`src/rtl/sa_reset_pkg.sv`:
```
// Shared types and parameter limits for the sequenced reset generator.
package sa_reset_pkg;

    typedef enum logic [1:0] {
        S_HOLD,
        S_GAP,
        S_DONE
    } state_t;

    localparam int NUM_CH_MIN      = 1;
    localparam int NUM_CH_MAX      = 8;
    localparam int SYNC_DEPTH_MIN  = 2;
    localparam int SYNC_DEPTH_MAX  = 4;
    localparam int RELEASE_GAP_MIN = 1;
    localparam int RELEASE_GAP_MAX = 255;

endpackage

```
`src/rtl/sa_reset_sync_chain.sv`:
```
// Reset synchroniser: async assert, synchronised deassert, with the DFT
// selection between the functional and direct reset as the async clear.
module sa_reset_sync_chain
    import sa_reset_pkg::*;
#(
    parameter int SYNC_DEPTH = 2
) (
    input  logic i_clk,
    input  logic i_inreset_n,
    input  logic i_direct_reset_n,
    input  logic i_test_mode,
    output logic o_arst_n,
    output logic o_sync_rst_n
);

    logic                  w_arst_n;
    logic [SYNC_DEPTH-1:0] r_sync;

    assign w_arst_n = i_test_mode ? i_direct_reset_n : i_inreset_n;

    // A one shifts in from stage 0; the last stage is high after SYNC_DEPTH edges.
    always_ff @(posedge i_clk or negedge w_arst_n) begin
        if (!w_arst_n) begin
            r_sync <= '0;
        end else begin
            r_sync <= {r_sync[SYNC_DEPTH-2:0], 1'b1};
        end
    end

    assign o_arst_n     = w_arst_n;
    assign o_sync_rst_n = r_sync[SYNC_DEPTH-1];

endmodule

```
`src/rtl/sa_reset_seq.sv`:
```
// Sequenced reset generator: releases NUM_CH active-low resets one by one,
// RELEASE_GAP cycles apart, with per-channel software reset and hold-off.
module sa_reset_seq
    import sa_reset_pkg::*;
#(
    parameter int NUM_CH      = 4,
    parameter int SYNC_DEPTH  = 2,
    parameter int RELEASE_GAP = 16
) (
    input  logic              clk,
    input  logic              inreset_,
    input  logic              direct_reset_,
    input  logic              test_mode,
    input  logic [NUM_CH-1:0] sw_reset,
    output logic [NUM_CH-1:0] outreset_,
    output logic              seq_done
);

    localparam int CNT_W = $clog2(RELEASE_GAP + 1);
    localparam int IDX_W = (NUM_CH > 1) ? $clog2(NUM_CH) : 1;
    localparam logic [CNT_W-1:0] GAP_LAST = CNT_W'(RELEASE_GAP - 1);
    localparam logic [IDX_W-1:0] IDX_LAST = IDX_W'(NUM_CH - 1);

    if ((NUM_CH < NUM_CH_MIN) || (NUM_CH > NUM_CH_MAX) ||
        (SYNC_DEPTH < SYNC_DEPTH_MIN) || (SYNC_DEPTH > SYNC_DEPTH_MAX) ||
        (RELEASE_GAP < RELEASE_GAP_MIN) || (RELEASE_GAP > RELEASE_GAP_MAX)) begin : g_bad_param
        $error("sa_reset_seq: parameter out of legal range");
    end

    logic              w_arst_n;
    logic              w_sync_rst_n;
    logic              w_counting;
    logic              w_release_now;
    logic              w_hold_idle;
    logic [NUM_CH-1:0] w_hold_clear;

    state_t            r_state;
    logic [CNT_W-1:0]  r_gap_cnt;
    logic [IDX_W-1:0]  r_ch_idx;
    logic [NUM_CH-1:0] r_passed;
    logic [NUM_CH-1:0] r_outreset;
    logic              r_seq_done;
    logic [CNT_W-1:0]  r_hold [NUM_CH];

    sa_reset_sync_chain #(
        .SYNC_DEPTH (SYNC_DEPTH)
    ) u_sync (
        .i_clk            (clk),
        .i_inreset_n      (inreset_),
        .i_direct_reset_n (direct_reset_),
        .i_test_mode      (test_mode),
        .o_arst_n         (w_arst_n),
        .o_sync_rst_n     (w_sync_rst_n)
    );

    // The edge that leaves S_HOLD already counts as the first gap cycle, so
    // channel i lands exactly (i+1)*RELEASE_GAP edges after sync release.
    always_comb begin
        w_counting    = (r_state == S_GAP) || ((r_state == S_HOLD) && w_sync_rst_n);
        w_release_now = w_counting && (r_gap_cnt == GAP_LAST);
        w_hold_idle   = 1'b1;
        w_hold_clear  = '0;
        for (int k = 0; k < NUM_CH; k++) begin
            w_hold_clear[k] = !sw_reset[k] && (r_hold[k] <= CNT_W'(1));
            if (r_hold[k] != '0) begin
                w_hold_idle = 1'b0;
            end
        end
    end

    always_ff @(posedge clk or negedge w_arst_n) begin
        if (!w_arst_n) begin
            for (int k = 0; k < NUM_CH; k++) begin
                r_hold[k] <= '0;
            end
        end else begin
            for (int k = 0; k < NUM_CH; k++) begin
                if (sw_reset[k]) begin
                    r_hold[k] <= CNT_W'(RELEASE_GAP);
                end else if (r_hold[k] != '0) begin
                    r_hold[k] <= r_hold[k] - 1'b1;
                end
            end
        end
    end

    // Outputs are built from next-cycle values so they stay glitch-free registers.
    always_ff @(posedge clk or negedge w_arst_n) begin
        if (!w_arst_n) begin
            r_state    <= S_HOLD;
            r_gap_cnt  <= '0;
            r_ch_idx   <= '0;
            r_passed   <= '0;
            r_outreset <= '0;
            r_seq_done <= 1'b0;
        end else begin
            r_seq_done <= (r_state == S_DONE) && w_hold_idle && (sw_reset == '0);
            for (int k = 0; k < NUM_CH; k++) begin
                r_outreset[k] <= (r_passed[k] || (w_release_now && (r_ch_idx == IDX_W'(k))))
                                 && w_hold_clear[k];
                if (w_release_now && (r_ch_idx == IDX_W'(k))) begin
                    r_passed[k] <= 1'b1;
                end
            end
            case (r_state)
                S_HOLD, S_GAP: begin
                    if (w_counting) begin
                        if (w_release_now) begin
                            r_gap_cnt <= '0;
                            if (r_ch_idx == IDX_LAST) begin
                                r_state <= S_DONE;
                            end else begin
                                r_ch_idx <= r_ch_idx + 1'b1;
                                r_state  <= S_GAP;
                            end
                        end else begin
                            r_gap_cnt <= r_gap_cnt + 1'b1;
                            r_state   <= S_GAP;
                        end
                    end
                end
                S_DONE: begin
                    r_state <= S_DONE;
                end
                default: begin
                    r_state <= S_HOLD;
                end
            endcase
        end
    end

    assign outreset_ = test_mode ? {NUM_CH{direct_reset_}} : r_outreset;
    assign seq_done  = r_seq_done;

endmodule

```
`config.mk`:
```
export PLATFORM = sky130hd
export DESIGN_NAME = sa_reset_seq
export DESIGN_NICKNAME = d
export VERILOG_FILES = /design/src/rtl/sa_reset_pkg.sv /design/src/rtl/sa_reset_sync_chain.sv /design/src/rtl/sa_reset_seq.sv
export SDC_FILE = /design/constraint.sdc
export NUM_CORES = 1
export LEC_CHECK = 0
export BUFFER_PORTS_ARGS = -buffer_cell sky130_fd_sc_hd__buf_2
export CORE_MARGIN = 5
export CORE_UTILIZATION = 40
export CTS_CLUSTER_DIAMETER = 80
export DETAILED_ROUTE_END_ITERATION = 10
export PLACE_DENSITY = 0.66
export SKIP_LAST_GASP = 1
export SYNTH_ARGS = -nofsm -noshare
export SYNTH_HDL_FRONTEND = slang
export SYNTH_SLANG_ARGS = --single-unit
export TNS_END_PERCENT = 1
```
`constraint.sdc`:
```
create_clock -name clk -period 7.26 [get_ports clk]
set_input_delay 2.178 -clock clk [delete_from_list [all_inputs] [get_ports clk]]
set_output_delay 2.178 -clock clk [all_outputs]
set_load 0.02 [all_outputs]
```
==> results of run 1 <==
==> cell type report <==
class	instances	area (um2)
clock buffer	7	96.3
clock inverter	1	30.0
fill	449	2520
inverter	19	71.3
multi-input combinational	124	917
sequential	40	1000
tap	67	83.8
timing repair buffer	13	67.6
==> flip-flops by register name, summed over array words and instances (netlist names) <==
register	flops
seq_done	1
r_state	2
r_passed	4
u_sync.r_sync	2
r_outreset	4
r_hold	20
r_ch_idx	2
r_gap_cnt	5
==> Yosys cell counts (all sizes together), types with 4 or more instances <==
cell    number
a21oi        6
nor2b        4
a21o         5
nor3b        4
dfrtp       40
inv         19
nand2        6
o21ai        6
or4b         4
nand2b       4
a211oi       4
ha          14
nor3         7
xnor2        7
nor2        20
==> critical path: stages <==
cell and delay (ps):
buf_2 160, nand2_1 170, o21ai_0 150, buf_2 210
==> routing by layer <==
metal  global-route usage (%)  vias up  share of wire [%]
li1                         -      679                  -
met1                     16.1      652                 50
met2                     18.0       20                 44
met3                     3.70        8                4.6
met4                     4.05        0                1.4
met5                        0        -                  0
==> kinds of logic after synthesis <==
kind of cell | after synthesis | share of synthesized area [%]
XOR/XNOR | 7 | 3.07
adder cells (fa/ha/maj) | 14 | 8.78
AO/OA/AOI/OAI | 34 | 13.0
other | 1 | 0.188
multiplexers | 1 | 0.564
buffers and inverters | 23 | 4.45
flip-flops | 40 | 50.2
AND/OR/NAND/NOR | 67 | 19.7
==> power by group through the flow <==
| stage | Sequential [mW] | Clock (mW) | Combinational, mW |
|---|---|---|---|
| after CTS | 0.371 | 0.203 | 0.291 |
| after global placement | 0.372 | 0 | 0.280 |
| after floorplan | 0.357 | 0 | 0.242 |
| final | 0.372 | 0.199 | 0.286 |
| after detailed placement | 0.375 | 0 | 0.288 |
| after global routing | 0.383 | 0.214 | 0.330 |
==> how the worst max path moves through the flow <==
stage	to	cells past startpoint	slack [ps]
2_1_floorplan	r_ch_idx[0]	2	1160
3_3_place_gp	outreset_[2]	4	2230
3_5_place_dp	outreset_[2]	4	2220
4_1_cts	outreset_[2]	4	2210
5_1_grt	outreset_[2]	4	2180
6_report	outreset_[2]	4	2210
==> metrics by stage <==
stage | total power [mW] | cell area, um2 | util (%) | setup WS (ps)
2_1_floorplan | 0.598 | 2000 | - | 1160
3_3_place_gp | 0.652 | 2140 | 44.7 | 2230
3_5_place_dp | 0.662 | 2140 | 44.7 | 2220
4_1_cts | 0.865 | 2270 | 47.4 | 2210
5_1_grt | 0.927 | 2270 | 47.4 | 2180
6_report | 0.858 | 2270 | 47.4 | 2210
==> summary.md, run 1 <==
| Metric | Value |
|---|---|
| Status | `finished clean` |
| Initial drt markers | `73` |
| Worst Path Required | `5080 ps` |
| Hold Path Class | `flip-flop to flip-flop` |
| Fin cells | `271` |
| # clock sinks | `40` |
| Final net count | `225` |
| Port-buffer cells | `12` |
| Clock group share of total power | `23.3%` |
| Vias in the first global route | `1310` |
| Clock skew | `7.23 ps` |
| Vias | `1359` |
| CTS root buf | `clkbuf_8` |
| Fmax | `0.198 GHz` |
| GRT Residual Overflow | `0` |
| Final Hold Fails | `0` |
| Initial Util | `41.7%` |
| Seq pwr share | `43.4%` |
| Avg Vias per Cell | `5.01` |
| Synth Area per Inst | `10.7 um2` |
| Post-CTS setup buffers | `0` |
| Slew @ Worst Pin | `800 ps` |
| Die Y | `80.6 um` |
| R2R Setup Slk | `5200 ps` |
| Arr. time, crit path | `2870 ps` |
| Period utilization | `69.5%` |
| Pin count of the biggest net entering global routing | `38` |
| Fin crit period | `5050 ps` |
| Static leakage | `1.06 nW` |
| Logic pwr share | `33.4%` |
| Hold Slack | `351 ps` |
| Max_cap viols | `0` |
| CTS tree | `yes` |
| Cell total after placement | `263` |
| Worst setup EP type | `output port` |
| Post-CTS sizing | `0` |
| Setup TNS | `0 ps` |
| RSZ-0062 raised after global routing | `false` |
| Reg clk slew, reported paths | `70 ps` |
| Die area | `6500 um2` |
| Fraction of registers with async set or reset after synthesis | `100%` |
| Sw Ratio | `34.4%` |
| Relative slew slack | `46.6%` |
| Clock latency on the worst-skew pair | `290 ps` |
| Post-synth top area share | `50.2%` |
| Synthesized area | `2000 um2` |
| Yosys top cell by area | `dfrtp_1` |
| Hold Path End | `u_sync.r_sync[1]` |
| FF-to-FF End | `r_ch_idx[1]` |
| Dpl hpwl | `2.45 mm` |
| Mapped Cells | `187` |
| P&R area growth vs syn | `13.6%` |
| CP Launch Point | `test_mode` |
| Global-route wire length before repair | `5.99 mm` |
| DR WL/cell | `12.9 um` |
| Cell Pwr Density | `378 nW/um2` |
| Top FF cell, synth | `dfrtp_1` |
| DRT antenna net count | `0` |
| Unique masters post-synth | `41` |
| Max-slew violations | `0` |
| Ant diodes | `0` |
| Yosys warns | `0` |
| Setup Viol. Count Final | `0` |
| Core Region | `4790 um2` |
| Clk buf depth | `2` |
| Worst Hold Launch | `u_sync.r_sync[0]` |
| R2R depth | `5` |
| DRC | `0` |
| Reg2Reg Launch Point | `r_gap_cnt[0]` |
| Most frequent cells in the layout | `dfrtp_1, nor2_1, inv_1` |
| Top post-synthesis cells by area | `dfrtp_1, ha_1, nor2_1, inv_1, xnor2_1` |
| CTS Buf Count | `5` |
| H-tree Lvls | `2` |
| Synth Net Count | `209` |
| Hold path depth | `0` |
| Share of cells above drive strength 1 | `16.2%` |
| VDD IR max | `0.168 mV` |
| Crit path kind | `input pin to output port` |
| EDFF count, synth | `0` |
| Sequential element share of the synthesized area | `50.2%` |
| Yosys reg bits | `40` |
| Startpoint Class | `input pin` |
| Most common cell after layout, fill and taps aside | `dfrtp_1` |
| Routed Wire Length | `3.48 mm` |
| Hold-fix buffers, CTS | `0` |
| Rows | `25` |
| CP Max Fanout | `6` |
| Total GRT Usage | `11.9%` |
| P_sw | `295 uW` |
| Initial antenna violation count | `0` |
| Pint | `562 uW` |
| # IOs | `13` |
| Die width | `80.6 um` |
| Placer Congestion | `0.749` |
| Drt first pass iters | `4` |
Note: power is estimated with default switching activity, not from simulation.
==> inputs of run 2 (changes only) <==
Clock period 7.26 ns to 4.9 ns, I/O delays scaled along.
==> run 2 against run 1 <==
  * Via count is 1.9% lower
  * Highest routed layer unchanged
  * Worst setup slack worse by 910 ps
  * Worst hold slack lost 2.6 ps
  * Utilization fell by 1.0 points
  * Power increased by 36%
  * Die area stayed put
  * Non-clock buffer count stayed put
  * Sequential power increased by 47%
  * Flip-flop and latch count is the same
==> summary.md, run 2 (same netlist as run 1, synthesis figures left out) <==
| Metric | Value |
|---|---|
| Most common cell after layout, fill and taps aside | `dfrtp_1` |
| H-tree Lvls | `2` |
| Avg Vias per Cell | `4.94` |
| DRC | `0` |
| Initial Util | `41.7%` |
| Reg clk slew, reported paths | `70 ps` |
| Slew @ Worst Pin | `971 ps` |
| RSZ-0062 raised after global routing | `false` |
| Max-slew violations | `0` |
| Die Y | `80.6 um` |
| CP Max Fanout | `6` |
| Hold Path Class | `flip-flop to flip-flop` |
| Vias in the first global route | `1351` |
| Final net count | `225` |
| Port-buffer cells | `12` |
| Vias | `1333` |
| Cell breakdown of the critical path | `buf_2 > nand2_1 > o21ai_0 > buf_2` |
| Global-route wire length before repair | `5.93 mm` |
| Reg with most FFs | `r_hold` |
| Ant diodes | `0` |
| Setup TNS | `0 ps` |
| Initial drt markers | `48` |
| Rows | `25` |
| Static leakage | `1.04 nW` |
| Placer Congestion | `0.759` |
| Clk buf depth | `2` |
| Worst Path Required | `3430 ps` |
| Hold Slack | `348 ps` |
| Routed Wire Length | `3.32 mm` |
| Period utilization | `73.4%` |
| VDD IR max | `0.317 mV` |
| Die width | `80.6 um` |
| Most frequent cells in the layout | `dfrtp_1, nor2_1, inv_1` |
| Die area | `6500 um2` |
| P&R area growth vs syn | `11.2%` |
| Crit path kind | `input pin to output port` |
| DR WL/cell | `12.3 um` |
| CTS root buf | `clkbuf_8` |
| GRT Residual Overflow | `0` |
| Worst path max stage delay | `220 ps` |
| Relative slew slack | `35.0%` |
| Worst setup EP type | `output port` |
| Hold-fix buffers, CTS | `0` |
| Clock latency on the worst-skew pair | `280 ps` |
| Arr. time, crit path | `2120 ps` |
| Pin count of the biggest net entering global routing | `32` |
| Max FFs per register | `20` |
| Post-CTS sizing | `0` |
| Total GRT Usage | `11.7%` |
| Dpl hpwl | `2.46 mm` |
| CTS Buf Count | `5` |
| Fin crit period | `3590 ps` |
| Startpoint Class | `input pin` |
| CTS tree | `yes` |
| Share of cells above drive strength 1 | `15.3%` |
| Max_cap viols | `0` |
| Clock skew | `3.29 ps` |
| Initial antenna violation count | `0` |
| DRT antenna net count | `0` |
| Post-CTS setup buffers | `0` |
| Cell Pwr Density | `528 nW/um2` |
| Final Hold Fails | `0` |
| Critical path's slowest cell | `buf_2` |
| # IOs | `13` |
| Fmax | `0.278 GHz` |
| Top flop regs | `r_hold: 20 flops, r_gap_cnt: 5 flops` |
| Status | `finished clean` |
| Core Region | `4790 um2` |
| Drt first pass iters | `4` |
| Cell mode on critical path | `buf_2` |
| Setup Viol. Count Final | `0` |
| # clock sinks | `40` |
run 2: changes by cell type in the layout (fill, tap and decap cells not counted):
cell and change:
bufinv_16 -1, clkbuf_1 +1, clkbuf_8 -2, clkinv_2 +1
run 2: stage by stage:
stage,power [mW],std cells,util (%),area [um2],setup slack (ps)
CTS,1.19,270,46.4,2220,1280
floorplan,0.886,187,-,2000,1010
global placement,0.967,263,44.7,2140,1260
detailed placement,0.979,263,44.7,2140,1270
finish,1.17,270,46.4,2220,1310
global route,1.28,270,46.4,2220,1200
run 2: path summary, 6_finish.rpt:
path	from	to	slack (ps)	cells past startpoint
worst min-delay path	u_sync.r_sync[0]	u_sync.r_sync[1]	350	0
worst max register to register	r_gap_cnt[0]	r_ch_idx[1]	2900	5
min in group asynchronous	direct_reset_	r_hold[19]	1320	3
worst min register to register	u_sync.r_sync[0]	u_sync.r_sync[1]	350	0
max in group asynchronous	test_mode	u_sync.r_sync[0]	2680	3
worst max-delay path	test_mode	outreset_[3]	1310	4
run 2: layout make-up:
class / count / area [um2]
clock buffers: 6 / 72.6
inverters: 19 / 71.3
well taps: 67 / 83.8
clock inverters: 1 / 5.00
multi-input cells: 124 / 917
repair buffers: 13 / 67.6
fillers: 442 / 2570
flip-flops and latches: 40 / 1000
run 2: per-layer routing:
| metal | GRT usage, % | vias to the layer above | wire length [um] |
|---|---|---|---|
| met2 | 20.9 | 6 | 1660 |
| met5 | 0 | - | 0 |
| met4 | 2.53 | 0 | 25 |
| li1 | - | 679 | - |
| met3 | 2.69 | 4 | 62 |
| met1 | 14.3 | 644 | 1570 |
run 2: critical path, delay by kind of cell:
kind                   cells  cell delay [ps]
AOI/OAI and AO/OA          1              150
buffers and inverters      2              360
and+or+nand+nor            1              140
run 2: where the power goes:
part | internal [mW] | leakage, nW | total (mW) | switching, mW
Combinational | 0.214 | 0.493 | 0.422 | 0.208
Clock | 0.0968 | 0.0410 | 0.202 | 0.105
Sequential | 0.440 | 0.504 | 0.547 | 0.107
